===== config.mk =====
export PLATFORM = sky130hd
export DESIGN_NAME = trace_packer
export DESIGN_NICKNAME = d
export VERILOG_FILES = /design/src/rtl/trace_packer.sv
export SDC_FILE = /design/constraint.sdc
export NUM_CORES = 1
export LEC_CHECK = 0
export ABC_AREA = 1
export CORE_UTILIZATION = 40
export CTS_CLUSTER_SIZE = 24
export DETAILED_ROUTE_END_ITERATION = 7
export PLACE_DENSITY = 0.67
export SYNTH_ARGS = -nofsm -noshare
export SYNTH_HDL_FRONTEND = slang
export SYNTH_SLANG_ARGS = --single-unit

===== constraint.sdc =====
create_clock -name CLK_I -period 4.95 [get_ports CLK_I]
set_clock_uncertainty 0.15 [all_clocks]
set_input_delay 1.485 -clock CLK_I [delete_from_list [all_inputs] [get_ports CLK_I]]
set_output_delay 1.485 -clock CLK_I [all_outputs]
set_load 0.02 [all_outputs]

===== src/rtl/trace_packer.sv =====
// Trace packer: packs lane-wide trace samples into logger words (trace mode) and
// serialises logger words back into lane-wide samples (streaming mode).
// Optional TRACE_PACKER_OVERFLOW_CNT_EN adds a saturating dropped-word counter.
module trace_packer #(
   parameter int unsigned TRB_WIDTH       = 32,
   parameter int unsigned TRB_MAX_TRACES  = 8,
   parameter int unsigned TRB_NTRACE_BITS = 3
) (
   input  logic                         CLK_I,
   input  logic                         RST_I,
   input  logic                         MODE_I,
   input  logic [TRB_NTRACE_BITS-1:0]   NTRACE_I,
   input  logic [TRB_MAX_TRACES-1:0]    TRACE_I,
   input  logic                         TRACE_VALID_I,
   input  logic                         TRG_I,
   input  logic                         TRG_DELAYED_I,
   output logic                         STORE_O,
   output logic [TRB_WIDTH-1:0]         DATA_O,
   input  logic                         STORE_PERM_I,
   output logic                         TRG_EVENT_O,
   output logic [$clog2(TRB_WIDTH)-1:0] EVENT_POS_O,
   output logic                         LOAD_REQUEST_O,
   input  logic                         LOAD_GRANT_I,
   input  logic [TRB_WIDTH-1:0]         DATA_I,
   output logic [TRB_MAX_TRACES-1:0]    STREAM_O,
   output logic                         STREAM_VALID_O,
   input  logic                         STREAM_READY_I,
   output logic                         OVERFLOW_O
`ifdef TRACE_PACKER_OVERFLOW_CNT_EN
   ,
   output logic [15:0]                  OVERFLOW_CNT_O
`endif
);

   localparam int unsigned PW      = $clog2(TRB_WIDTH);
   localparam int unsigned LW      = PW + 1;
   localparam int unsigned LOG_MAX = $clog2(TRB_MAX_TRACES);

   localparam logic [1:0] S_EMPTY = 2'd0;
   localparam logic [1:0] S_WAIT  = 2'd1;
   localparam logic [1:0] S_FULL  = 2'd2;

   logic [1:0]                 state_q, state_d;
   logic [PW-1:0]              pos_q, pos_d;
   logic [TRB_WIDTH-1:0]       word_q, word_d;
   logic                       mode_q;
   logic [TRB_NTRACE_BITS-1:0] ntrace_q;
   logic                       store_q, store_d;
   logic [TRB_WIDTH-1:0]       data_q, data_d;
   logic                       trg_q, trg_d;
   logic [PW-1:0]              evpos_q, evpos_d;
   logic                       req_q, req_d;
   logic                       valid_q, valid_d;
   logic [TRB_MAX_TRACES-1:0]  stream_q, stream_d;
   logic                       ovf_q, ovf_d;
   logic                       ovf_inc;

   logic [LW-1:0]              lanes;
   logic [TRB_MAX_TRACES-1:0]  lane_mask;
   logic                       cfg_change;
   logic                       accept;
   logic [PW-1:0]              pos_adv;
   logic                       wrap;
   logic [TRB_WIDTH-1:0]       sample_sh;
   logic [TRB_WIDTH-1:0]       mask_sh;
   logic [TRB_WIDTH-1:0]       merged;

   // Lane count and mask from the registered lane setting.
   always_comb begin
      lanes     = '0;
      lane_mask = '0;
      if (ntrace_q >= TRB_NTRACE_BITS'(LOG_MAX))
         lanes = LW'(TRB_MAX_TRACES);
      else
         lanes = LW'(1) << ntrace_q;
      for (int unsigned i = 0; i < TRB_MAX_TRACES; i++)
         lane_mask[i] = (LW'(i) < lanes);
   end

   // A word completes when the pointer wraps back to bit 0.
   always_comb begin
      cfg_change = (MODE_I != mode_q) || (NTRACE_I != ntrace_q);
      accept     = TRACE_VALID_I & ~TRG_DELAYED_I;
      pos_adv    = pos_q + PW'(lanes);
      wrap       = (pos_adv == '0);
      sample_sh  = TRB_WIDTH'(TRACE_I & lane_mask) << pos_q;
      mask_sh    = TRB_WIDTH'(lane_mask) << pos_q;
      merged     = (word_q & ~mask_sh) | sample_sh;
   end

   always_comb begin
      state_d  = state_q;
      pos_d    = pos_q;
      word_d   = word_q;
      store_d  = 1'b0;
      data_d   = data_q;
      trg_d    = trg_q;
      evpos_d  = evpos_q;
      ovf_d    = ovf_q;
      ovf_inc  = 1'b0;
      req_d    = 1'b0;
      valid_d  = 1'b0;
      stream_d = '0;

      if (cfg_change) begin
         state_d = S_EMPTY;
         pos_d   = '0;
         word_d  = '0;
      end else if (!mode_q) begin
         state_d = S_EMPTY;
         if (accept) begin
            word_d = merged;
            pos_d  = pos_adv;
            if (TRG_I && !trg_q) begin
               trg_d   = 1'b1;
               evpos_d = pos_q;
            end
            if (wrap) begin
               word_d = '0;
               if (STORE_PERM_I) begin
                  store_d = 1'b1;
                  data_d  = merged;
               end else begin
                  ovf_d   = 1'b1;
                  ovf_inc = 1'b1;
               end
            end
         end
      end else begin
         case (state_q)
            S_EMPTY: if (req_q) state_d = S_WAIT;
            S_WAIT: begin
               if (LOAD_GRANT_I) begin
                  word_d  = DATA_I;
                  pos_d   = '0;
                  state_d = S_FULL;
               end
            end
            S_FULL: begin
               if (STREAM_READY_I) begin
                  pos_d = pos_adv;
                  if (wrap) state_d = S_EMPTY;
               end
            end
            default: state_d = S_EMPTY;
         endcase
      end

      // Request is asserted for exactly the cycle spent in S_EMPTY while streaming.
      if (mode_q && !cfg_change) begin
         req_d   = (state_d == S_EMPTY);
         valid_d = (state_d == S_FULL);
      end
      if (valid_d)
         stream_d = TRB_MAX_TRACES'(word_d >> pos_d) & lane_mask;
   end

   always_ff @(posedge CLK_I) begin
      if (RST_I) begin
         state_q  <= S_EMPTY;
         pos_q    <= '0;
         word_q   <= '0;
         mode_q   <= MODE_I;
         ntrace_q <= NTRACE_I;
         store_q  <= 1'b0;
         data_q   <= '0;
         trg_q    <= 1'b0;
         evpos_q  <= '0;
         req_q    <= 1'b0;
         valid_q  <= 1'b0;
         stream_q <= '0;
         ovf_q    <= 1'b0;
      end else begin
         state_q  <= state_d;
         pos_q    <= pos_d;
         word_q   <= word_d;
         mode_q   <= MODE_I;
         ntrace_q <= NTRACE_I;
         store_q  <= store_d;
         data_q   <= data_d;
         trg_q    <= trg_d;
         evpos_q  <= evpos_d;
         req_q    <= req_d;
         valid_q  <= valid_d;
         stream_q <= stream_d;
         ovf_q    <= ovf_d;
      end
   end

`ifdef TRACE_PACKER_OVERFLOW_CNT_EN
   logic [15:0] cnt_q;

   // Saturating count of dropped words.
   always_ff @(posedge CLK_I) begin
      if (RST_I)
         cnt_q <= 16'd0;
      else if (ovf_inc && (cnt_q != 16'hFFFF))
         cnt_q <= cnt_q + 16'd1;
   end

   assign OVERFLOW_CNT_O = cnt_q;
`endif

   assign STORE_O        = store_q;
   assign DATA_O         = data_q;
   assign TRG_EVENT_O    = trg_q;
   assign EVENT_POS_O    = evpos_q;
   assign LOAD_REQUEST_O = req_q;
   assign STREAM_O       = stream_q;
   assign STREAM_VALID_O = valid_q;
   assign OVERFLOW_O     = ovf_q;

endmodule


; ---- Yosys cells after proc, flatten, opt, wreduce, memory -nomap -nowiden
; Cells that the tools add are included.
[word_totals]
wordCells = 82
register_bits = 93
input_bits = 52
[classes]
bitwise = 14
n_lt_le_gt_ge = 9
eq_ne = 5
reduce_logical = 14
shift = 4
n_addsub = 1
muxes = 22
[ops]
columns = cell, n
row1 = $mux W32, 6
row2 = $shl A8 B5 Y32, 2
row3 = $and A32 B32 Y32, 1
row4 = $not A32 Y32, 1
row5 = $or A32 B32 Y32, 1
row6 = $shr A32 B5 Y8, 1
row7 = $mux W5, 5
row8 = $lt A3 B6 Y1 const A, 4
row9 = $and A8 B8 Y8, 2
row10 = $lt A1 B6 Y1 const A, 2
row11 = $lt A2 B6 Y1 const A, 2
row12 = $mux W2, 6
row13 = $pmux W5 S2, 1
row14 = $reduce_and A5 Y1, 2
row15 = $not A1 Y1, 8
row16 = $mux W6, 1
row17 = $pmux W2 S3, 1
row18 = $shl A1 B3 Y6 const A, 1
row19 = $add A5 B5 Y5, 1
row20 = $logic_not A5 Y1, 1
row21 = $reduce_or A5 Y1, 1
row22 = $eq A2 B2 Y1 const B, 2
row23 = $logic_not A2 Y1, 2
row24 = $reduce_and A4 Y1, 1
row25 = 10 further kinds, 14

; ---- Longest topological paths before layout
; Gate-level depths: netlist (run 1).
[logic_depth]
word_depth = 13
mapped_depth = 23
ltp_nobuf = 22

; ---- Worst setup path before layout (run 1)
; Ideal clock, no wire load.
[synth_path]
path_kind = input to register
start = input port MODE_I
end = register stream_q[4], in the netlist STREAM_O[4]
path_slack_ns = 1.656
n_path_buf = 1
stages = 15
arrival_ns = 3.034
cell_sequence = xor2_1 -> nor2_1 -> nand2_2 -> nor2_4 -> inv_4 -> a21oi_1 -> o21ai_0 -> a21boi_1 -> inv_1 -> clkbuf_1 -> nand3_1 -> nand3_1 -> nand3_1 -> nand2_1 -> nor2_1
[synth_between]
elab_chain_len = 7
word_cells_on_any_way = 13
cone_classes = eq/ne (2) / shift (1) / mux (4) / bitwise (2) / reduce/logical (4)
[synth_lines]
columns = item, line_no
row1 = start: declaration, 11  ; input logic MODE_I,
row2 = $ne A1 B1 Y1 *, 82  ; cfg_change = (MODE_I != mode_q) || (NTRACE_I != ntrace_q);
row3 = $logic_or A1 B1 Y1 *, 82
row4 = branches (longest 5 deep; another with $mux W32), n/a
row5 = end signal: assignment, 185  ; stream_q <= stream_d;
row6 = end: declaration, 54  ; logic [TRB_MAX_TRACES-1:0] stream_q, stream_d;
; Mark *: on every way between the ends.
; A chain may end at the register's enable or synchronous reset.

; ---- Worst setup path in the final report (run 1)
[layout_path]
start = input port MODE_I
end = register stream_q[0], in the netlist STREAM_O[0]
; The elaborated chain is that of the path after synthesis.

==> results of run 1 <==
## layout by cell type (no fill, tap or decap), types with 7 or more instances in the layout
cell             count
inv_1               65
o21ai_0             38
o21ai_1              8
ha_1                 7
nand2_2              8
nand2_1            301
a21oi_1             56
nor2_1             117
clkbuf_16            9
nand4_1             12
dfxtp_1             93
clkdlybuf4s50_1    101
o211ai_1            23
inv_2                9
mux2_2              31
buf_4               21
nand3_1            316
nand3_2              9
## metal layers
metal	wire [um]	vias to the layer above	GRT usage, %
met5	0	-	0
met2	11600	510	42.2
met1	12900	3940	42.4
met4	1210	0	13.2
li1	-	4273	-
met3	2460	82	4.09
## area by class of cell
type,instances,share of cell area [%]
clock inverters,3,0.254
repair buffers,122,13.2
clock buffers,12,2.78
multi-input cells,982,56.3
well taps,229,3.23
flip-flops and latches,93,21.0
inverters,76,3.25
## stage by stage
step	setup slack [ns]	utilization [%]	instance area [um^2]	std cells
6_report	0.842	48.5	8860	1517
5_1_grt	0.578	48.5	8860	1517
2_1_floorplan	1.66	-	7580	1233
3_3_place_gp	0.512	47.0	8590	1502
4_1_cts	0.864	48.5	8860	1517
3_5_place_dp	0.492	47.0	8590	1502
## worst max-delay path: cells and delay by family
family          cells  cell delay [ns]
compound gates      2             0.18
xor+xnor            1             0.16
simple gates       11             1.16
buf+inv             3             1.23
## kinds of logic after synthesis
kind of cell	count (synthesis)
adder cells (fa/ha/maj)	8
buffers and inverters	158
flip-flops	93
AND/OR/NAND/NOR	786
XOR/XNOR	6
multiplexers	31
AO/OA/AOI/OAI	151
## state kept, by name, indices dropped and copies added, names as in the netlist
signal and cells:
mode_q 1, STORE_O 1, STREAM_VALID_O 1, pos_q 5
state_q 2, EVENT_POS_O 5, TRG_EVENT_O 1, LOAD_REQUEST_O 1
word_q 32, OVERFLOW_O 1, ntrace_q 3, DATA_O 32
STREAM_O 8
## worst max path at each step
stage / startpoint / endpoint / slack, ns / cells after the start
floorplan: MODE_I / STREAM_O[4]$_SDFF_PP0_ / 1.66 / 15
global placement: MODE_I / STREAM_O[4]$_SDFF_PP0_ / 0.51 / 17
detailed placement: MODE_I / STREAM_O[0]$_SDFF_PP0_ / 0.49 / 17
CTS: MODE_I / STREAM_O[0]$_SDFF_PP0_ / 0.86 / 17
global route: MODE_I / STREAM_O[2]$_SDFF_PP0_ / 0.58 / 17
finish: MODE_I / STREAM_O[0]$_SDFF_PP0_ / 0.84 / 17
## power by group
part,internal (mW),leakage (nW),switching [mW],total [mW]
combinational,0.0771,3.12,0.129,0.206
sequential,0.752,0.750,0.00527,0.757
clock,0.353,0.121,0.326,0.679
==> results.md, run 1 <==
* Result of the run: finished, final reports clean
* Power density relative to cell area at 185 nW/um^2
* Startpoint types: input port
* Register bit total from synthesis at 93
* Worst setup path class: in -> reg
* Final critical delay including setup and external delays at 4.11 ns
* Die area at 19,500 um^2
* Maximum number of pins on one net before global-route repair at 63
* Dominant synthesized flop cell: dfxtp_1
* Share of the cycle needed by the critical path after routing at 83.0%
* Critical hold path startpoint: OVERFLOW_O$_SDFFE_PP0P_
* Diodes inserted at 0
* Growth of design area from synthesis to finish at 16.9%
* Worst hold path endpoint: OVERFLOW_O$_SDFFE_PP0P_
* Unrepaired setup endpoints after global routing: false
* DRC violations left at 0
* Cell count after synthesis at 1,233
* Number of buffers inserted during clock tree synthesis at 9
* Crit-path slowest cell: clkdlybuf4s50_1
* Overall power consumption at 1.64 mW
* Nets in the synthesized netlist at 1,293
* Synth cell count leaders: nand3_1 (316), nand2_1 (301), nor2_1 (118)
* Most frequent cell on the critical path: nand3_1
* Hold Crit Class: reg -> reg
* Most area-hungry cell type in the Yosys netlist: dfxtp_1
* Initial Utilization at 41.5%
* Remaining global-route overflow at 0
* First-pass GRT wire length at 44,100 um
* Number of top-level design ports at 102
* Worst r2r path cells at 15
* CTS resizes at 0
* Adder-cell share of the synthesized area at 1.42%
* DRT antenna net count at 0
* TritonCTS clock tree: built
* Cell leakage power at 3.99 nW
* Port buffer count at 101
* Largest cells by area after synthesis: dfxtp_1 (25%), nand3_1 (21%), nand2_1 (15%)
* Maximum clock path buffer count at 2
* Netlist cell types at 48
* Number of detailed-route iterations in the first pass at 6
* Max rail drop VDD at 165 uV
* Measured slew at the worst slew-check pin at 0.828 ns
* Mean number of vias per cell at 5.80
* Xor/xnor cell area share of the yosys netlist at 0.792%
* Number of enable-type register cells in the synthesized netlist at 0
* Area used by sequential logic in the layout at 1860 um^2
* Combined area of the multi-input logic cells at 4990 um^2
* Wire length per cell after detailed routing at 18.6 um
* Count of endpoints failing hold in the final timing report at 0
* Post-synth design cell area at 7580 um^2
* Final estimated routing congestion in global placement at 0.981
* Terminus of the critical flop-to-flop path: DATA_O[3]$_SDFFE_PP0P_
* Final number of setup-violating endpoints at 0
* Count of nets after finishing at 1,344
* Slowest stage delay, CP at 0.48 ns
* Total number of H-tree levels at 3
* Count of hold-fix buffers inserted at cts at 0
* Total detailed-routing wirelength at 28,200 um
* Buffers inserted by post-CTS timing repair at 0
* Cell Rows at 49
* Proportion of layout cells with a drive suffix above 1 at 8.93%
* Clock slew seen by the registers of the worst setup and hold paths at 0.08 ns
* Half-perimeter wire length of the detailed placement result at 21,200 um
* Crit path arrival time at 4.22 ns
* Clock latency at the later pin of the worst-skew pair at 0.36 ns
* Worst Path Required at 5.07 ns
* Number of max-capacitance violations reported at 0
* Critical path fanouts, max at 37
* Basic-gate share of the synthesized area counting and, or, nand and nor cells at 46.9%
* Vias in the first global route at 7,920
* Clock Root Buffer: clkbuf_16
* Area share of the largest cell type after synthesis at 24.6%
* Synth async-reset ratio at 0%
* DIE WIDTH at 140 um
* Core Box Area at 18,300 um^2
* Type of destination of the critical path: flop
* Iteration-0 DRC count of the detailed router at 1,332
* Number of sinks driven by the clock tree at 93
* Die span in y at 140 um
* Post-synthesis area per instance at 6.15 um^2
* Fill count at 1,948
* Most frequent cell after synthesis: nand3_1
* Yosys warning count at 0
* Launch point of the worst reg-to-reg path: ntrace_q[0]$_DFF_P_
* Antenna violations before repair at 0
* Total GRT Usage at 29.2%
* Slack of the worst reg-to-reg path at 1.28 ns
* Setup total negative slack at 0 ns
* Vias after detailed routing at 8,805
* Largest family of logic cells by synthesized area: simple AND/OR/NAND/NOR gates
* Max frequency at 0.243 GHz
* Fraction of the mapped netlist area in compound gates at 11.9%
* Seq/Total Area, Yosys at 24.6%
* Smallest hold slack at 0.316 ns
* Final slew viol count at 0
* Worst-case headroom to the max-slew limit at 44.8%
* Multiplexer share of the synthesized area at 4.61%
* Number of cells on the worst hold path at 1
* Chain of cells forming the critical path: clkdlybuf4s50_1 > xor2_1 > nor2_1 > nand2_2 > nor2_4 > inv_4 > a21oi_1 > o21ai_1 > nand2_2 > inv_2 > nand3_1 > nand3_1 > nand3_1 > nand3_1 > nand3_1 > nand2_1 > nor2_1
No activity file was read; power rests on OpenSTA's default activity.
==> run 2: changes to the inputs <==
--- a/config.mk
+++ b/config.mk
@@ -9,7 +9,7 @@
 export CORE_UTILIZATION = 40
 export CTS_CLUSTER_SIZE = 24
 export DETAILED_ROUTE_END_ITERATION = 7
-export PLACE_DENSITY = 0.67
+export PLACE_DENSITY = 0.7
 export SYNTH_ARGS = -nofsm -noshare
 export SYNTH_HDL_FRONTEND = slang
 export SYNTH_SLANG_ARGS = --single-unit
==> constraint.sdc (replaced) <==
create_clock -name CLK_I -period 3.3 [get_ports CLK_I]
set_clock_uncertainty 0.15 [all_clocks]
set_input_delay 0.99 -clock CLK_I [delete_from_list [all_inputs] [get_ports CLK_I]]
set_output_delay 0.99 -clock CLK_I [all_outputs]
set_load 0.02 [all_outputs]
==> results.md, run 2 (synthesis gave the netlist of run 1 again) <==
* Result of the run: finished, final reports clean
* Proportion of layout cells with a drive suffix above 1 at 21.5% (+13 points)
* Highest-count cells in the layout ignoring fill and taps: nand2_1 (295), nand3_1 (291), buf_4 (139), nor2_1 (115), clkdlybuf4s50_1 (97)
* Die area at 19,500 um^2 (unchanged)
* Critical path fanouts, max at 7 (-81%)
* Hold Crit Class: reg -> reg
* Clock latency at the later pin of the worst-skew pair at 0.36 ns (about the same)
* Worst setup path class: reg -> reg
* First-pass GRT wire length at 46,200 um (+4.7%)
* Number of detailed-route iterations in the first pass at 7 (+1)
* Utilization after layout at 57.6% (+9.1 points)
* Vias in the first global route at 8,340 (+5.3%)
* Clock slew seen by the registers of the worst setup and hold paths at 0.08 ns (about the same)
* Remaining global-route overflow at 0 (unchanged)
* Crit path arrival time at 3.29 ns (-0.93 ns)
* Antenna violations before repair at 0 (unchanged)
* Sequential share of power at 41.1% (-5.0 points)
* Wire length per cell after detailed routing at 18.7 um (+0.46%)
* Clock Root Buffer: clkbuf_16
* Final estimated routing congestion in global placement at 0.988 (+0.69%)
* Final critical delay including setup and external delays at 3.18 ns
* Type of destination of the critical path: flop
* Int Power at 2.00 mW (+70%)
* Total detailed-routing wirelength at 31,000 um (+10%)
* DIE WIDTH at 140 um (unchanged)
* Half-perimeter wire length of the detailed placement result at 23,700 um (+12%)
* Mean number of vias per cell at 5.71 (-1.6%)
* Setup slack at placement at -0.230 ns (-0.723 ns)
* Cell leakage power at 4.88 nW (+22%)
* Worst r2r path cells at 19 (+4)
* Count of nets after finishing at 1,488 (+11%)
* Max frequency at 0.315 GHz
* Final worst setup slack at 0.122 ns (-0.720 ns)
* Diodes inserted at 0 (unchanged)
* Area after DPL at 9780 um^2 (+14%)
* Iteration-0 DRC count of the detailed router at 1,212 (-9.0%)
* Critical path launch point: ntrace_q[1]$_DFF_P_
* Growth of design area from synthesis to finish at 38.9%
* Final number of setup-violating endpoints at 0 (unchanged)
* Final slew viol count at 0 (unchanged)
* Fraction of power spent switching nets at 27.3% (-0.72 points)
* Max rail drop VDD at 251 uV (+52%)
* Relative contribution of the clock network to total power at 43.8% (+2.5 points)
* Port buffer count at 101 (unchanged)
* Net Sw Power at 753 uW (+64%)
* DRC violations left at 0 (unchanged)
* Total number of H-tree levels at 3 (unchanged)
* Final Instance Count excl. Fillers at 1,662 (+9.6%)
* Final instance area at 10,500 um^2 (+19%)
* Initial Utilization at 41.5% (unchanged)
* TritonCTS clock tree: built
* Worst-case headroom to the max-slew limit at 66.4% (+22 points)
* Fill count at 1,806 (-7.3%)
* Slack of the worst reg-to-reg path at 0.12 ns (-1.16 ns)
* Maximum number of pins on one net before global-route repair at 44 (-30%)
* Count of endpoints failing hold in the final timing report at 0 (unchanged)
* Number of sinks driven by the clock tree at 93 (unchanged)
* Worst Path Required at 3.41 ns (-1.66 ns)
* Number of buffers inserted during clock tree synthesis at 9 (unchanged)
* Terminus of the critical flop-to-flop path: STREAM_O[1]$_SDFF_PP0_
* Cell total after placement at 1,636 (+8.9%)
* DRT antenna net count at 0 (unchanged)
* Number of top-level design ports at 102 (unchanged)
* Most common library cell in the layout ignoring fill and taps: nand2_1
* Share of the cycle needed by the critical path after routing at 96.3%
* Overall power consumption at 2.76 mW (+68%)
* Maximum clock path buffer count at 2 (unchanged)
* Count of hold-fix buffers inserted at cts at 0 (unchanged)
* Power density relative to cell area at 262 nW/um^2 (+41%)
* CP Capture Point: STREAM_O[1]$_SDFF_PP0_
* Number of max-capacitance violations reported at 0 (unchanged)
* Total GRT Usage at 30.7% (+1.5 points)
* Combinational fraction of design power at 15.1% (+2.5 points)
* Core Box Area at 18,300 um^2 (unchanged)
* Die span in y at 140 um (unchanged)
* Cell Rows at 49 (unchanged)
* Startpoint types: flop
* Measured slew at the worst slew-check pin at 0.498 ns (-0.329 ns)
* Launch point of the worst reg-to-reg path: ntrace_q[1]$_DFF_P_
* Vias after detailed routing at 9,493 (+7.8%)
-- run 2: worst min path at each step --
stage	startpoint	to	slack, ns	cells after the start
after floorplan	word_q[3]$_SDFF_PP0_	DATA_O[3]$_SDFFE_PP0P_	0.33	2
after global placement	OVERFLOW_O$_SDFFE_PP0P_	OVERFLOW_O$_SDFFE_PP0P_	0.30	1
after detailed placement	OVERFLOW_O$_SDFFE_PP0P_	OVERFLOW_O$_SDFFE_PP0P_	0.32	1
after CTS	OVERFLOW_O$_SDFFE_PP0P_	OVERFLOW_O$_SDFFE_PP0P_	0.34	1
after global routing	TRG_EVENT_O$_SDFFE_PP0P_	TRG_EVENT_O$_SDFFE_PP0P_	0.35	2
final	OVERFLOW_O$_SDFFE_PP0P_	OVERFLOW_O$_SDFFE_PP0P_	0.33	1
-- run 2: worst max-delay path, cell delays in order (launching register included) --
cell and delay, ns:
dfxtp_4 0.37, inv_1 0.12, nand2_2 0.08, nor2_2 0.14, fa_2 0.48, inv_1 0.09, nand3_1 0.12, nor2_4 0.28
nand2_8 0.12, buf_12 0.15, nand2_1 0.05, nand2_1 0.04, nand2_1 0.15, nand3_1 0.16, nand3_1 0.12, nand3_1 0.14
nand3_1 0.12, nand3_1 0.08, nand2_1 0.06, nor2_1 0.04
-- run 2: final cells by class --
cell class	instances	area [um^2]	area share [%]
clock inverter	6	95.1	0.903
tap	229	287	2.72
sequential	93	1870	17.7
inverter	76	290	2.76
timing repair buffer	264	2510	23.9
clock buffer	10	239	2.27
multi-input combinational	984	5240	49.8
-- run 2: per-stage QoR --
step | hold WS (ns) | TNS, ns
2_1_floorplan | 0.328 | 0
3_3_place_gp | 0.303 | -1.61
3_5_place_dp | 0.319 | -1.70
4_1_cts | 0.336 | 0
5_1_grt | 0.345 | -0.236
6_report | 0.334 | 0
-- run 2: routing by layer --
metal,part of all wire [%],track usage (%),up-vias,routed length [um]
met5,0,0,-,0
met3,7.9,3.10,84,2440
met1,45,44.2,4345,14000
li1,-,-,4570,-
met4,4.5,15.2,0,1400
met2,43,45.3,494,13200
-- run 2: timing repair --
action                     CTS  global route
setup endpoints to repair    0            43
setup buffers                0             6
gates resized for setup      0            66
-- run 2: power by group through the flow --
stage          registers [mW]  clock network (mW)  logic [mW]
6_report                 1.13                1.21       0.416
5_1_grt                  1.13                1.26       0.444
4_1_cts                  1.13                1.22       0.367
3_5_place_dp             1.16                   0       0.365
3_3_place_gp             1.16                   0       0.364
2_1_floorplan            1.16                   0       0.183
==> run 3: changes to the inputs <==
--- a/config.mk
+++ b/config.mk
@@ -7,8 +7,9 @@
 export LEC_CHECK = 0
 export ABC_AREA = 1
 export CORE_UTILIZATION = 40
-export CTS_CLUSTER_SIZE = 24
+export CTS_CLUSTER_SIZE = 25
 export DETAILED_ROUTE_END_ITERATION = 7
+export HOLD_SLACK_MARGIN = 0.06
 export PLACE_DENSITY = 0.7
 export SYNTH_ARGS = -nofsm -noshare
 export SYNTH_HDL_FRONTEND = slang
==> results of run 3 <==
Same layout as run 2: the final DEF is identical, and so are final timing and power.
